===== config.mk =====
export PLATFORM = sky130hd
export DESIGN_NAME = uart_block_assembler_flat
export DESIGN_NICKNAME = d
export VERILOG_FILES = /design/src/rtl/uart_aes_pkg.sv /design/src/rtl/uart_block_assembler_if.sv /design/src/rtl/uart_idle_timer.sv /design/src/rtl/uart_block_assembler.sv /design/src/flat_wrapper.sv
export SDC_FILE = /design/constraint.sdc
export NUM_CORES = 1
export LEC_CHECK = 0
export ABC_CLOCK_PERIOD_IN_PS = 1400
export CAP_MARGIN = 10
export CORE_ASPECT_RATIO = 0.7
export CORE_MARGIN = 10
export CORE_UTILIZATION = 42
export DETAILED_ROUTE_END_ITERATION = 8
export GPL_ROUTABILITY_DRIVEN = 1
export MAX_ROUTING_LAYER = met4
export PLACE_DENSITY = 0.75
export SYNTH_ARGS = -nofsm -noshare
export SYNTH_HDL_FRONTEND = slang
export SYNTH_SLANG_ARGS = --single-unit

===== constraint.sdc =====
create_clock -name clk -period 1.4 [get_ports clk]
set_clock_uncertainty 0.2 [all_clocks]
set_input_delay 0.14 -clock clk [delete_from_list [all_inputs] [get_ports clk]]
set_output_delay 0.14 -clock clk [all_outputs]
set_load 0.01 [all_outputs]

===== src/rtl/uart_aes_pkg.sv =====
// Shared definitions for the UART <-> AES datapath: block geometry and the
// assembler state encoding, reused by the upstream TX and downstream AES stages.
package uart_aes_pkg;

  localparam int BLOCK_BYTES = 16;
  localparam int BLOCK_W     = 8 * BLOCK_BYTES;

  typedef enum logic {
    COLLECT = 1'b0,
    HOLD    = 1'b1
  } asm_state_t;

endpackage


===== src/rtl/uart_block_assembler_if.sv =====
// Block hand-off bus between the UART block assembler (master) and the AES
// stage (slave): data/valid forward, ready backward.
interface uart_block_assembler_if #(
  parameter int NBYTES = uart_aes_pkg::BLOCK_BYTES
);

  logic [8*NBYTES-1:0] blk_data;
  logic                blk_valid;
  logic                blk_ready;

  modport master (output blk_data, output blk_valid, input blk_ready);
  modport slave  (input blk_data, input blk_valid, output blk_ready);

endinterface


===== src/rtl/uart_idle_timer.sv =====
// Inter-byte idle counter: counts enabled cycles without a clear and emits a
// one-cycle expire on the TIMEOUT_CYCLES-th such cycle.
module uart_idle_timer #(
  parameter int TIMEOUT_CYCLES = 100000
) (
  input  logic clk,
  input  logic reset,
  input  logic enable,
  input  logic clear,
  output logic expire
);

  localparam int            CW   = $clog2(TIMEOUT_CYCLES + 1);
  localparam logic [CW-1:0] LAST = CW'(TIMEOUT_CYCLES - 1);

  logic [CW-1:0] count;

  // A clear in the expiry cycle suppresses the pulse.
  assign expire = enable && !clear && (count == LAST);

  always_ff @(posedge clk or negedge reset) begin
    if (!reset) begin
      count <= '0;
    end else if (clear || !enable || expire) begin
      count <= '0;
    end else begin
      count <= count + CW'(1);
    end
  end

endmodule


===== src/rtl/uart_block_assembler.sv =====
// Packs UART bytes into NBYTES-wide blocks (first byte in the MSB byte) and
// hands them off over a valid/ready bus. Optional idle timeout: UART_BYTE_TIMEOUT_EN.
module uart_block_assembler
  import uart_aes_pkg::*;
#(
  parameter int NBYTES         = BLOCK_BYTES,
  parameter int TIMEOUT_CYCLES = 100000
) (
  input  logic                          clk,
  input  logic                          reset,
  input  logic [7:0]                    rx_data,
  input  logic                          rx_done,
  uart_block_assembler_if.master        blk,
  output logic [4:0]                    byte_cnt,
  output logic                          overrun,
  output logic                          timeout
);

  localparam int         W        = 8 * NBYTES;
  localparam logic [4:0] LAST_CNT = 5'(NBYTES - 1);

  if (NBYTES < 1 || NBYTES > 32 || TIMEOUT_CYCLES < 1) begin : g_bad_cfg
    $error("uart_block_assembler: NBYTES must be 1..32 and TIMEOUT_CYCLES >= 1");
  end

  asm_state_t   state;
  logic         handshake;
  logic         take_byte;
  logic         fills_block;
  logic [4:0]   base_cnt;
  logic [W-1:0] base_data;

  // A handshake empties the block in the same cycle, so a coincident byte
  // starts the next block from an empty base instead of being dropped.
  always_comb begin
    handshake   = (state == HOLD) && blk.blk_ready;
    take_byte   = rx_done && ((state == COLLECT) || handshake);
    base_cnt    = (state == HOLD) ? 5'd0 : byte_cnt;
    base_data   = (state == HOLD) ? '0 : blk.blk_data;
    fills_block = (base_cnt == LAST_CNT);
  end

`ifdef UART_BYTE_TIMEOUT_EN
  logic expire;

  uart_idle_timer #(
    .TIMEOUT_CYCLES (TIMEOUT_CYCLES)
  ) u_idle_timer (
    .clk    (clk),
    .reset  (reset),
    .enable ((state == COLLECT) && (byte_cnt != 5'd0)),
    .clear  (rx_done),
    .expire (expire)
  );
`else
  assign timeout = 1'b0;
`endif

  // NOTE: the block register is a plain shift register, not a memory, so it
  // takes the async reset like the rest of the state and no stale byte survives it.
  always_ff @(posedge clk or negedge reset) begin
    if (!reset) begin
      state         <= COLLECT;
      blk.blk_data  <= '0;
      blk.blk_valid <= 1'b0;
      byte_cnt      <= 5'd0;
      overrun       <= 1'b0;
`ifdef UART_BYTE_TIMEOUT_EN
      timeout       <= 1'b0;
`endif
    end else begin
      overrun <= 1'b0;
`ifdef UART_BYTE_TIMEOUT_EN
      timeout <= 1'b0;
`endif
      if (take_byte) begin
        blk.blk_data <= (base_data << 8) | W'(rx_data);
        if (fills_block) begin
          state         <= HOLD;
          blk.blk_valid <= 1'b1;
          byte_cnt      <= 5'd0;
        end else begin
          state         <= COLLECT;
          blk.blk_valid <= 1'b0;
          byte_cnt      <= base_cnt + 5'd1;
        end
      end else if (handshake) begin
        state         <= COLLECT;
        blk.blk_valid <= 1'b0;
        blk.blk_data  <= '0;
      end else if (state == HOLD) begin
        if (rx_done) begin
          overrun <= 1'b1;
        end
`ifdef UART_BYTE_TIMEOUT_EN
      end else if (expire) begin
        byte_cnt     <= 5'd0;
        blk.blk_data <= '0;
        timeout      <= 1'b1;
`endif
      end
    end
  end

endmodule


===== src/flat_wrapper.sv =====
// flat-port wrapper written by rule: the top's interface ports become plain ports
module uart_block_assembler_flat import uart_aes_pkg::*;
#(
  parameter int NBYTES         = BLOCK_BYTES,
  parameter int TIMEOUT_CYCLES = 100000
)
  (clk, reset, rx_data, rx_done, byte_cnt, overrun, timeout, blk_blk_data, blk_blk_valid, blk_blk_ready);
  uart_block_assembler_if #(.NBYTES(NBYTES)) blk_i ();
  input  logic clk;
  input  logic reset;
  input  logic [7:0] rx_data;
  input  logic rx_done;
  output logic [4:0] byte_cnt;
  output logic overrun;
  output logic timeout;
  output wire logic [$bits(blk_i.blk_data)-1:0] blk_blk_data;
  output wire logic [$bits(blk_i.blk_valid)-1:0] blk_blk_valid;
  input wire logic [$bits(blk_i.blk_ready)-1:0] blk_blk_ready;
  assign blk_blk_data = blk_i.blk_data;
  assign blk_blk_valid = blk_i.blk_valid;
  assign blk_i.blk_ready = blk_blk_ready;
  uart_block_assembler #(.NBYTES(NBYTES), .TIMEOUT_CYCLES(TIMEOUT_CYCLES)) u_core (.clk(clk), .reset(reset), .rx_data(rx_data), .rx_done(rx_done), .blk(blk_i), .byte_cnt(byte_cnt), .overrun(overrun), .timeout(timeout));
endmodule

==> run metrics, run 1 <==
biggest cell delay along the critical path=0.49 ns; Critical Path Slowest Stage Cell=or4_1; switching share of power=33.9%; number of buffers inserted for hold repair after clock tree synthesis=1; Final WS setup=-0.223 ns; synthesized area per cell=15.4 µm²; syn_nets=approximately 340; highest-count cells in the layout ignoring fill and taps=134 x dfrtp_1, 130 x buf_4, 128 x a22o_1; share of synthesized area occupied by flip-flops and latches=67.8%; cell internal pwr=12.9 mW; final cell count without fillers=782; number of nets in the layout=about 630; number of setup violations in the final report=134; count of cell types in the netlist=27; Max Freq=a little over 600 MHz; global-route track usage on met2=30.1%; total placed instance area=6790 µm²; IO Port Bufs=146; leakage component of the power=~4.2 nW; HPWL reported at the end of detailed placement=9870 µm; antenna cell count=0; Min Clock Period, post-route=1.62 ns; chip height=111 µm; area leader, netlist=dfrtp_1; Tcrit/Tclk final=116%; number of routed nets with antenna violations=0; wire length of the first global-routing pass=24700 µm; family of cells with the greatest summed delay on the critical path=simple AND/OR/NAND/NOR gates; share of power burned in registers=34.2%; vias after detailed routing=4174; number of top-level pins=148; largest net degree at the start of global routing=60; count of placed standard cells including taps=between 600 and 700; clock input transition at the sequential cells of the worst setup and hold paths=0.06 ns; via count of the first global-routing pass=4291; switching power of the nets=6.60 mW; clock network power share=a little over a fifth; pre-CTS worst setup slack=-0.357 ns; setup repair after global routing missed its margin=true; Clock Sinks=135; source-to-sink clock delay at the later pin of the worst-skew pair=roughly 0.4 ns; vias per std cell=~5.3; Yosys top cell area share=67.8%; largest fanout on the critical path=7; share of cells above drive strength 1=52.5%; buffers and inverters on the worst path=2; Slew Limit Fails=0; TritonCTS clock tree=yes; cells taking the most area after synthesis=dfrtp_1 68%, a22o_1 23%, buf_8 3.3%; count of standard-cell rows=33; gpl congestion=between 0.7 and 0.8; Peak supply drop=0.00109 V; power per standard cell area=2450 nW/µm²; Final Cell Area=around 8000 µm²; floorplan core area=about 12000 µm²; met1 usage=23.1%; GRT overflow=0; Crit path arrival time=1.74 ns; Critical Path, Cell by Cell=buf_6 -> buf_4 -> or4_1 -> o211ai_1; DRC=0; Synth Warn #=0; DR WL/cell=approximately 21 µm; run status=complete, but fails checks; type of element launching the critical path=register; post-route worst hold slack=-0.0574 ns; fraction of the core area covered by cells at the end of the flow=68.1%; maximum buffer depth of the clock tree=2; path class of the lowest-slack min-delay path=primary input to asynchronous set/reset pin; most common cell after layout, fill and taps aside=dfrtp_1; total track usage=19.5%; Synth Cell Area=4980 µm²; flops & latches, synth=135; post-detailed-routing wire length=~17000 µm; number of maximum-capacitance violations=0; start-to-end type of the worst setup path=register to register; die extent in x=150 µm; Fin. Hold Viols=18; total iterations of the first detailed-routing run=4; area of the die=16700 µm²; clock buffers created by TritonCTS=17; number of filler instances in the final layout=about 860; critical path capture point type=register; initial standard-cell utilization of the core=42.8%; initial antenna violation count=0; layer with the highest usage=met2; GR Util met3=7.83%; Clock Root Buffer=clkbuf_16; htree depth=4; Critical Path RT=1.51 ns; Post-Syn Instances=323; Area growth syn-to-layout=59.2%; initial detailed-routing violation count=304; failing checks=negative hold slack, negative setup slack; Combinational Power Share=43.9%
cell families (layout without fill, tap and decap cells):
group / after synthesis / in the layout / share of synthesized area (%)
AO/OA/AOI/OAI: 137 / 137 / 24.1
adder cells (fa/ha/maj): 1 / 1 / 0.251
buffers and inverters: 34 / 336 / 6.00
flip-flops: 135 / 135 / 67.8
multiplexers: 2 / 2 / 0.427
other: 1 / 1 / 0.0753
AND/OR/NAND/NOR: 13 / 13 / 1.36
timing repair:
action | in CTS | in global routing
gates cloned | 0 | 4
endpoints found under the hold margin | 135 | 18
endpoints found under the setup margin | 266 | 224
resized for setup | 403 | 80
setup buffers | 85 | 29
pin swaps | 4 | 4
synth_stat cells:
library cell	n
dfrtp_1	135
ha_1	1
a21oi_1	2
buf_6	3
conb_1	1
nand3_1	2
a21oi_4	1
nor2_1	2
nand2_1	3
nor2b_1	3
mux2i_1	1
o2111ai_1	1
inv_1	3
o41ai_1	1
buf_2	11
or4_1	1
nand2b_1	1
mux2_1	1
clkbuf_1	3
and2_1	1
buf_4	3
o211ai_1	1
a31oi_1	1
a22o_1	128
a211oi_2	1
buf_8	11
o21a_1	1
power groups by stage:
stage	Combinational (mW)	Sequential, mW	Clock (mW)
2_1_floorplan	2.11	7.48	0
4_1_cts	8.39	6.65	4.32
3_5_place_dp	7.13	7.08	0
6_report	8.55	6.66	4.25
3_3_place_gp	7.01	7.01	0
5_1_grt	9.17	6.83	4.53
final cells by class:
class	count	area, µm²	area share, %
sequential	135	3380	42.6
timing repair buffer	301	2420	30.5
multi-input combinational	154	1350	17.0
clock buffer	19	453	5.71
tap	157	196	2.48
clock inverter	13	120	1.52
inverter	3	11.3	0.142
per-stage QoR:
| step | hold WS, ns | TNS [ns] | power, mW |
|---|---|---|---|
| 2_1_floorplan | -0.356 | -8.60 | 9.58 |
| 3_3_place_gp | -0.201 | -37.17 | 14.0 |
| 3_5_place_dp | -0.197 | -41.88 | 14.2 |
| 4_1_cts | -0.0647 | -20.00 | 19.4 |
| 5_1_grt | -0.0400 | -31.05 | 20.5 |
| 6_report | -0.0574 | -23.58 | 19.5 |
sequential cells by signal, indices dropped and copies added (netlist names):
name,cells
u_core.blk.blk_data,128
u_core.byte_cnt,5
u_core.overrun,1
u_core.blk.blk_valid,1
metal layers:
metal	part of all wire, %	vias up
li1	-	1826
met2	48	155
met3	9.1	13
met5	0	-
met1	42	2180
met4	0.70	0
final timing paths:
path                                                from                       end  slack, ns  cells after the start
worst max-delay path                u_core.blk.blk_valid        u_core.byte_cnt[3]      -0.22                      4
min in group clk                              rx_data[6]    u_core.blk.blk_data[6]       0.14                      2
worst min-delay path                               reset   u_core.blk.blk_data[75]      -0.06                      2
worst max register to register      u_core.blk.blk_valid        u_core.byte_cnt[3]      -0.22                      4
worst min register to register  u_core.blk.blk_data[121]  u_core.blk.blk_data[121]       0.30                      1
max in group asynchronous                          reset   u_core.blk.blk_data[10]       0.48                      3
(Power assumes the default switching activity.)
==> inputs of run 2 (changes only) <==
--- a/config.mk
+++ b/config.mk
@@ -10,6 +10,7 @@
 export CORE_ASPECT_RATIO = 0.7
 export CORE_MARGIN = 10
 export CORE_UTILIZATION = 42
+export CTS_CLUSTER_SIZE = 12
 export DETAILED_ROUTE_END_ITERATION = 8
 export GPL_ROUTABILITY_DRIVEN = 1
 export MAX_ROUTING_LAYER = met4
@@ -17,3 +18,4 @@
 export SYNTH_ARGS = -nofsm -noshare
 export SYNTH_HDL_FRONTEND = slang
 export SYNTH_SLANG_ARGS = --single-unit
+export TNS_END_PERCENT = 20
==> run metrics, run 2 (same netlist as run 1, synthesis figures left out) <==
number of maximum-capacitance violations=0; total iterations of the first detailed-routing run=4; TritonCTS clock tree=yes; post-detailed-routing wire length=14800 µm; setup tns final=-24.51 ns; failing checks=negative hold slack, negative setup slack; initial standard-cell utilization of the core=42.8%; die extent in x=150 µm; Power, Total=18.0 mW; number of setup violations in the final report=134; Crit path arrival time=1.70 ns; run status=complete, but fails checks; count of standard-cell rows=33; met1 usage=22.9%; gpl congestion=roughly 0.84; highest-count cells in the layout ignoring fill and taps=133 x dfrtp_1, 128 x a22o_1, 100 x buf_2; Fin. Hold Viols=19; setup repair after global routing missed its margin=true; clock buffers created by TritonCTS=17; chip height=111 µm; R2R Setup Slk=-0.21 ns; clock input transition at the sequential cells of the worst setup and hold paths=around 0.060 ns; Min Clock Period, post-route=1.61 ns; layer with the highest usage=met2; number of buffers inserted for hold repair after clock tree synthesis=1; Area growth syn-to-layout=45.7%; vias per std cell=5.37; floorplan core area=11600 µm²; FF-to-FF path depth=6; start-to-end type of the worst setup path=register to register; Critical Path RT=1.49 ns; source-to-sink clock delay at the later pin of the worst-skew pair=0.40 ns; Clock Root Buffer=clkbuf_16; GRT overflow=0; DR WL/cell=20.8 µm; GR Util met3=7.67%; DRC=0; register ranked first by flip-flop count=u_core.blk.blk_data; critical path capture point type=register; pre-CTS worst setup slack=-0.357 ns; global-route track usage on met2=between 20% and 30%; htree depth=4; Max Freq=620 MHz; number of nets in the layout=approximately 560; endpoint of the most critical register-to-register path=u_core.blk.blk_data[71]; antenna cell count=0; maximum buffer depth of the clock tree=2; Peak supply drop=between 0.001 and 0.0015 V; number of routed nets with antenna violations=0; power per standard cell area=between 2000 and 2500 nW/µm²; number of filler instances in the final layout=962; CP startpoint=u_core.blk.blk_valid; largest net degree at the start of global routing=43; post-route worst hold slack=-0.0364 ns; area of the die=16700 µm²; Reg-to-Reg Start=u_core.blk.blk_valid; leakage component of the power=3.87 nW; Tcrit/Tclk final=115%; count of placed standard cells including taps=633; initial antenna violation count=0; largest fanout on the critical path=32; wire length of the first global-routing pass=23200 µm; biggest cell delay along the critical path=just over 0.4 ns; type of element launching the critical path=register; vias after detailed routing=roughly 3800; path class of the lowest-slack min-delay path=primary input to asynchronous set/reset pin; total track usage=18.0%; via count of the first global-routing pass=4030; share of cells above drive strength 1=46.8%; most common cell after layout, fill and taps aside=dfrtp_1; flip-flop count of the largest register, all copies and words added=128; Clock Sinks=135; registers with the most flip-flops=u_core.blk.blk_data x128, u_core.byte_cnt x5; Final WS setup=-0.214 ns; HPWL reported at the end of detailed placement=9520 µm; final cell count without fillers=712; Critical Path, Cell by Cell=buf_4 -> nor2b_4 -> a21oi_4 -> buf_12 -> buf_16 -> a22o_1; Critical Path Slowest Stage Cell=dfrtp_2; number of top-level pins=roughly 150; IO Port Bufs=146; Slew Limit Fails=0; initial detailed-routing violation count=187
run 2: per-stage QoR:
stage                     area, µm²  util (%)
after floorplan                5010         -
after global placement         6810      58.5
after detailed placement       6810      58.5
after CTS                      7600      65.3
after global routing           7260      62.3
final                          7260      62.3
run 2: layout make-up:
type	count	area [µm²]	area share, %
Sequential cell	135	3380	46.6
Timing Repair Buffer	231	1710	23.5
Multi-Input combinational cell	154	1360	18.8
Clock buffer	21	480	6.62
Tap cell	157	196	2.71
Clock inverter	11	121	1.67
Inverter	3	11.3	0.155
run 2: what timing repair did:
| action | CTS | global route |
|---|---|---|
| setup endpoints to repair | 267 | 209 |
| buffers inserted | 44 | 1 |
| pin swaps | 2 | 4 |
| gates cloned | 1 | 1 |
| resized for setup | 436 | 82 |
| hold endpoints to repair | 135 | 16 |
run 2: report_power, final:
| part | total (mW) | internal (mW) | leakage (nW) | switching [mW] |
|---|---|---|---|---|
| Clock | 4.44 | 2.81 | 0.295 | 1.63 |
| Sequential | 6.78 | 5.53 | 1.78 | 1.26 |
| Combinational | 6.80 | 3.57 | 1.79 | 3.23 |
run 2: worst max-delay path by stage:
stage | to | slack [ns] | depth (start not counted)
after floorplan | u_core.byte_cnt[3] | -0.13 | 6
after global placement | u_core.blk.blk_data[6] | -0.33 | 6
after detailed placement | u_core.blk.blk_data[11] | -0.36 | 5
after CTS | u_core.blk.blk_data[3] | -0.22 | 6
after global routing | u_core.byte_cnt[3] | -0.27 | 6
final | u_core.blk.blk_data[71] | -0.21 | 6
run 2: critical path: cells and delay by family (launching register included):
| kind | cells | cell delay (ns) |
|---|---|---|
| AO/OA/AOI/OAI | 2 | 0.25 |
| flip-flops | 1 | 0.41 |
| buffers and inverters | 3 | 0.48 |
| AND/OR/NAND/NOR | 1 | 0.14 |
run 2: metal layers:
| metal | part of all wire (%) | routed length, µm | vias to the layer above |
|---|---|---|---|
| met5 | 0 | 0 | - |
| met1 | 45 | 6600 | 1982 |
| li1 | - | - | 1691 |
| met3 | 9.0 | 1340 | 13 |
| met2 | 46 | 6770 | 134 |
| met4 | 0.83 | 123 | 0 |
==> inputs of run 3 (changes only) <==
--- a/config.mk
+++ b/config.mk
@@ -10,10 +10,10 @@
 export CORE_ASPECT_RATIO = 0.7
 export CORE_MARGIN = 10
 export CORE_UTILIZATION = 42
+export CTS_CLUSTER_DIAMETER = 200
 export CTS_CLUSTER_SIZE = 12
 export DETAILED_ROUTE_END_ITERATION = 8
 export GPL_ROUTABILITY_DRIVEN = 1
-export MAX_ROUTING_LAYER = met4
 export PLACE_DENSITY = 0.75
 export SYNTH_ARGS = -nofsm -noshare
 export SYNTH_HDL_FRONTEND = slang
==> run metrics, run 3 (same netlist as run 1, synthesis figures left out) <==
run status=complete, but fails checks; failing checks=negative hold slack, negative setup slack; clock input transition at the sequential cells of the worst setup and hold paths=0.06 ns; total iterations of the first detailed-routing run=4; Slew Limit Fails=0; area of the die=16700 µm²; via count of the first global-routing pass=4024; Final Cell Area=7260 µm²; type of element launching the critical path=register; largest net degree at the start of global routing=43; die extent in x=150 µm; Critical Path Slowest Stage Cell=dfrtp_2; Tcrit/Tclk final=115%; gpl congestion=between 0.8 and 0.9; share of cells above drive strength 1=between 40% and 50%; setup repair after global routing missed its margin=true; total track usage=between 10% and 20%; highest-count cells in the layout ignoring fill and taps=133 x dfrtp_1, 128 x a22o_1, 100 x buf_2; Final WS setup=-0.215 ns; DR WL/cell=20.8 µm; number of filler instances in the final layout=962; count of standard-cell rows=33; pre-CTS worst setup slack=-0.357 ns; TritonCTS clock tree=yes; Min Clock Period, post-route=1.62 ns; initial detailed-routing violation count=196; power per standard cell area=around 2500 nW/µm²; htree depth=4; FF-to-FF path depth=6; number of nets in the layout=around 560; maximum buffer depth of the clock tree=2; register ranked first by flip-flop count=u_core.blk.blk_data; endpoint of the most critical register-to-register path=u_core.blk.blk_data[71]; number of maximum-capacitance violations=0; area taken by flip-flops and latches=3380 µm²; setup tns final=-24.36 ns; leakage component of the power=3.87 nW; area used by multi-input combinational logic=1360 µm²; number of routed nets with antenna violations=0; final cell count without fillers=712; Clock Sinks=135; chip height=111 µm; Critical Path, Cell by Cell=buf_4 -> nor2b_4 -> a21oi_4 -> buf_12 -> buf_16 -> a22o_1; DRC=0; number of setup violations in the final report=134; initial standard-cell utilization of the core=42.8%; post-route worst hold slack=-0.0363 ns; number of buffers inserted for hold repair after clock tree synthesis=1; Area growth syn-to-layout=45.7%; Reg-to-Reg Start=u_core.blk.blk_valid; critical path capture point type=register; HPWL reported at the end of detailed placement=9520 µm; vias per std cell=around 5.4; largest fanout on the critical path=32; fraction of the core area covered by cells at the end of the flow=62.3%; count of placed standard cells including taps=633; Peak supply drop=0.00101 V; post-detailed-routing wire length=14800 µm; initial antenna violation count=0; floorplan core area=11600 µm²; start-to-end type of the worst setup path=register to register; biggest cell delay along the critical path=0.41 ns; Critical Path RT=1.49 ns; Crit path arrival time=around 1.7 ns; clock buffers created by TritonCTS=17; total placed instance area=about 6800 µm²; registers with the most flip-flops=u_core.blk.blk_data x128, u_core.byte_cnt x5; Max Freq=619 MHz; antenna cell count=0; path class of the lowest-slack min-delay path=primary input to asynchronous set/reset pin; Clock Root Buffer=clkbuf_16; vias after detailed routing=approximately 3800; Fin. Hold Viols=19; GRT overflow=0; most common cell after layout, fill and taps aside=dfrtp_1; wire length of the first global-routing pass=around 23000 µm; IO Port Bufs=roughly 150; source-to-sink clock delay at the later pin of the worst-skew pair=0.40 ns; R2R Setup Slk=-0.22 ns; number of top-level pins=around 150; flip-flop count of the largest register, all copies and words added=around 130
==> run 3: routing by layer <==
| layer | wire length [µm] | up-vias | track usage (%) | share of wire, % |
|---|---|---|---|---|
| met4 | 122 | 0 | 5.23 | 0.82 |
| met3 | 1380 | 11 | 7.71 | 9.3 |
| met2 | 6740 | 135 | 25.8 | 46 |
| met1 | 6550 | 1975 | 22.8 | 44 |
| met5 | 0 | - | 0 | 0 |
| li1 | - | 1695 | - | - |
==> run 3: critical path, delay by kind of cell (launching register included) <==
family | cells | cell delay [ns]
simple gates | 1 | 0.14
flops | 1 | 0.41
buf+inv | 3 | 0.47
compound gates | 2 | 0.25
==> run 3: how the worst max path moves through the flow <==
| stage | startpoint | to | slack [ns] | depth (start not counted) |
|---|---|---|---|---|
| floorplan | u_core.blk.blk_valid | u_core.byte_cnt[3] | -0.13 | 6 |
| global placement | rx_done | u_core.blk.blk_data[6] | -0.33 | 6 |
| detailed placement | rx_done | u_core.blk.blk_data[11] | -0.36 | 5 |
| CTS | u_core.blk.blk_valid | u_core.blk.blk_data[3] | -0.22 | 6 |
| global route | u_core.blk.blk_valid | u_core.byte_cnt[3] | -0.27 | 6 |
| finish | u_core.blk.blk_valid | u_core.blk.blk_data[71] | -0.22 | 6 |
==> run 3: timing repair <==
action                     4_1_cts  5_1_grt
gates cloned                     1        1
pin swaps                        2        4
gates resized for setup        436       82
buffers inserted                44        1
setup endpoints to repair      267      209
hold endpoints to repair       135       16
==> run 3: final cells by class <==
| class | count | area share [%] |
|---|---|---|
| flip-flops and latches | 135 | 46.6 |
| repair buffers | 231 | 23.5 |
| multi-input cells | 154 | 18.8 |
| clock buffers | 21 | 6.62 |
| well taps | 157 | 2.71 |
| clock inverters | 11 | 1.67 |
| inverters | 3 | 0.155 |
==> run 3: power by group <==
group	switching, mW	total (mW)	internal, mW
Sequential	1.25	6.78	5.53
Combinational	3.22	6.79	3.57
Clock	1.63	4.44	2.81
Total	6.10	18.0	11.9
==> run 3: per-stage QoR <==
stage | power (mW) | hold WS [ns]
final | 18.0 | -0.0363
after detailed placement | 14.2 | -0.179
after global routing | 19.1 | -0.00866
after floorplan | 9.58 | -0.356
after CTS | 18.6 | -0.0375
after global placement | 14.1 | -0.180
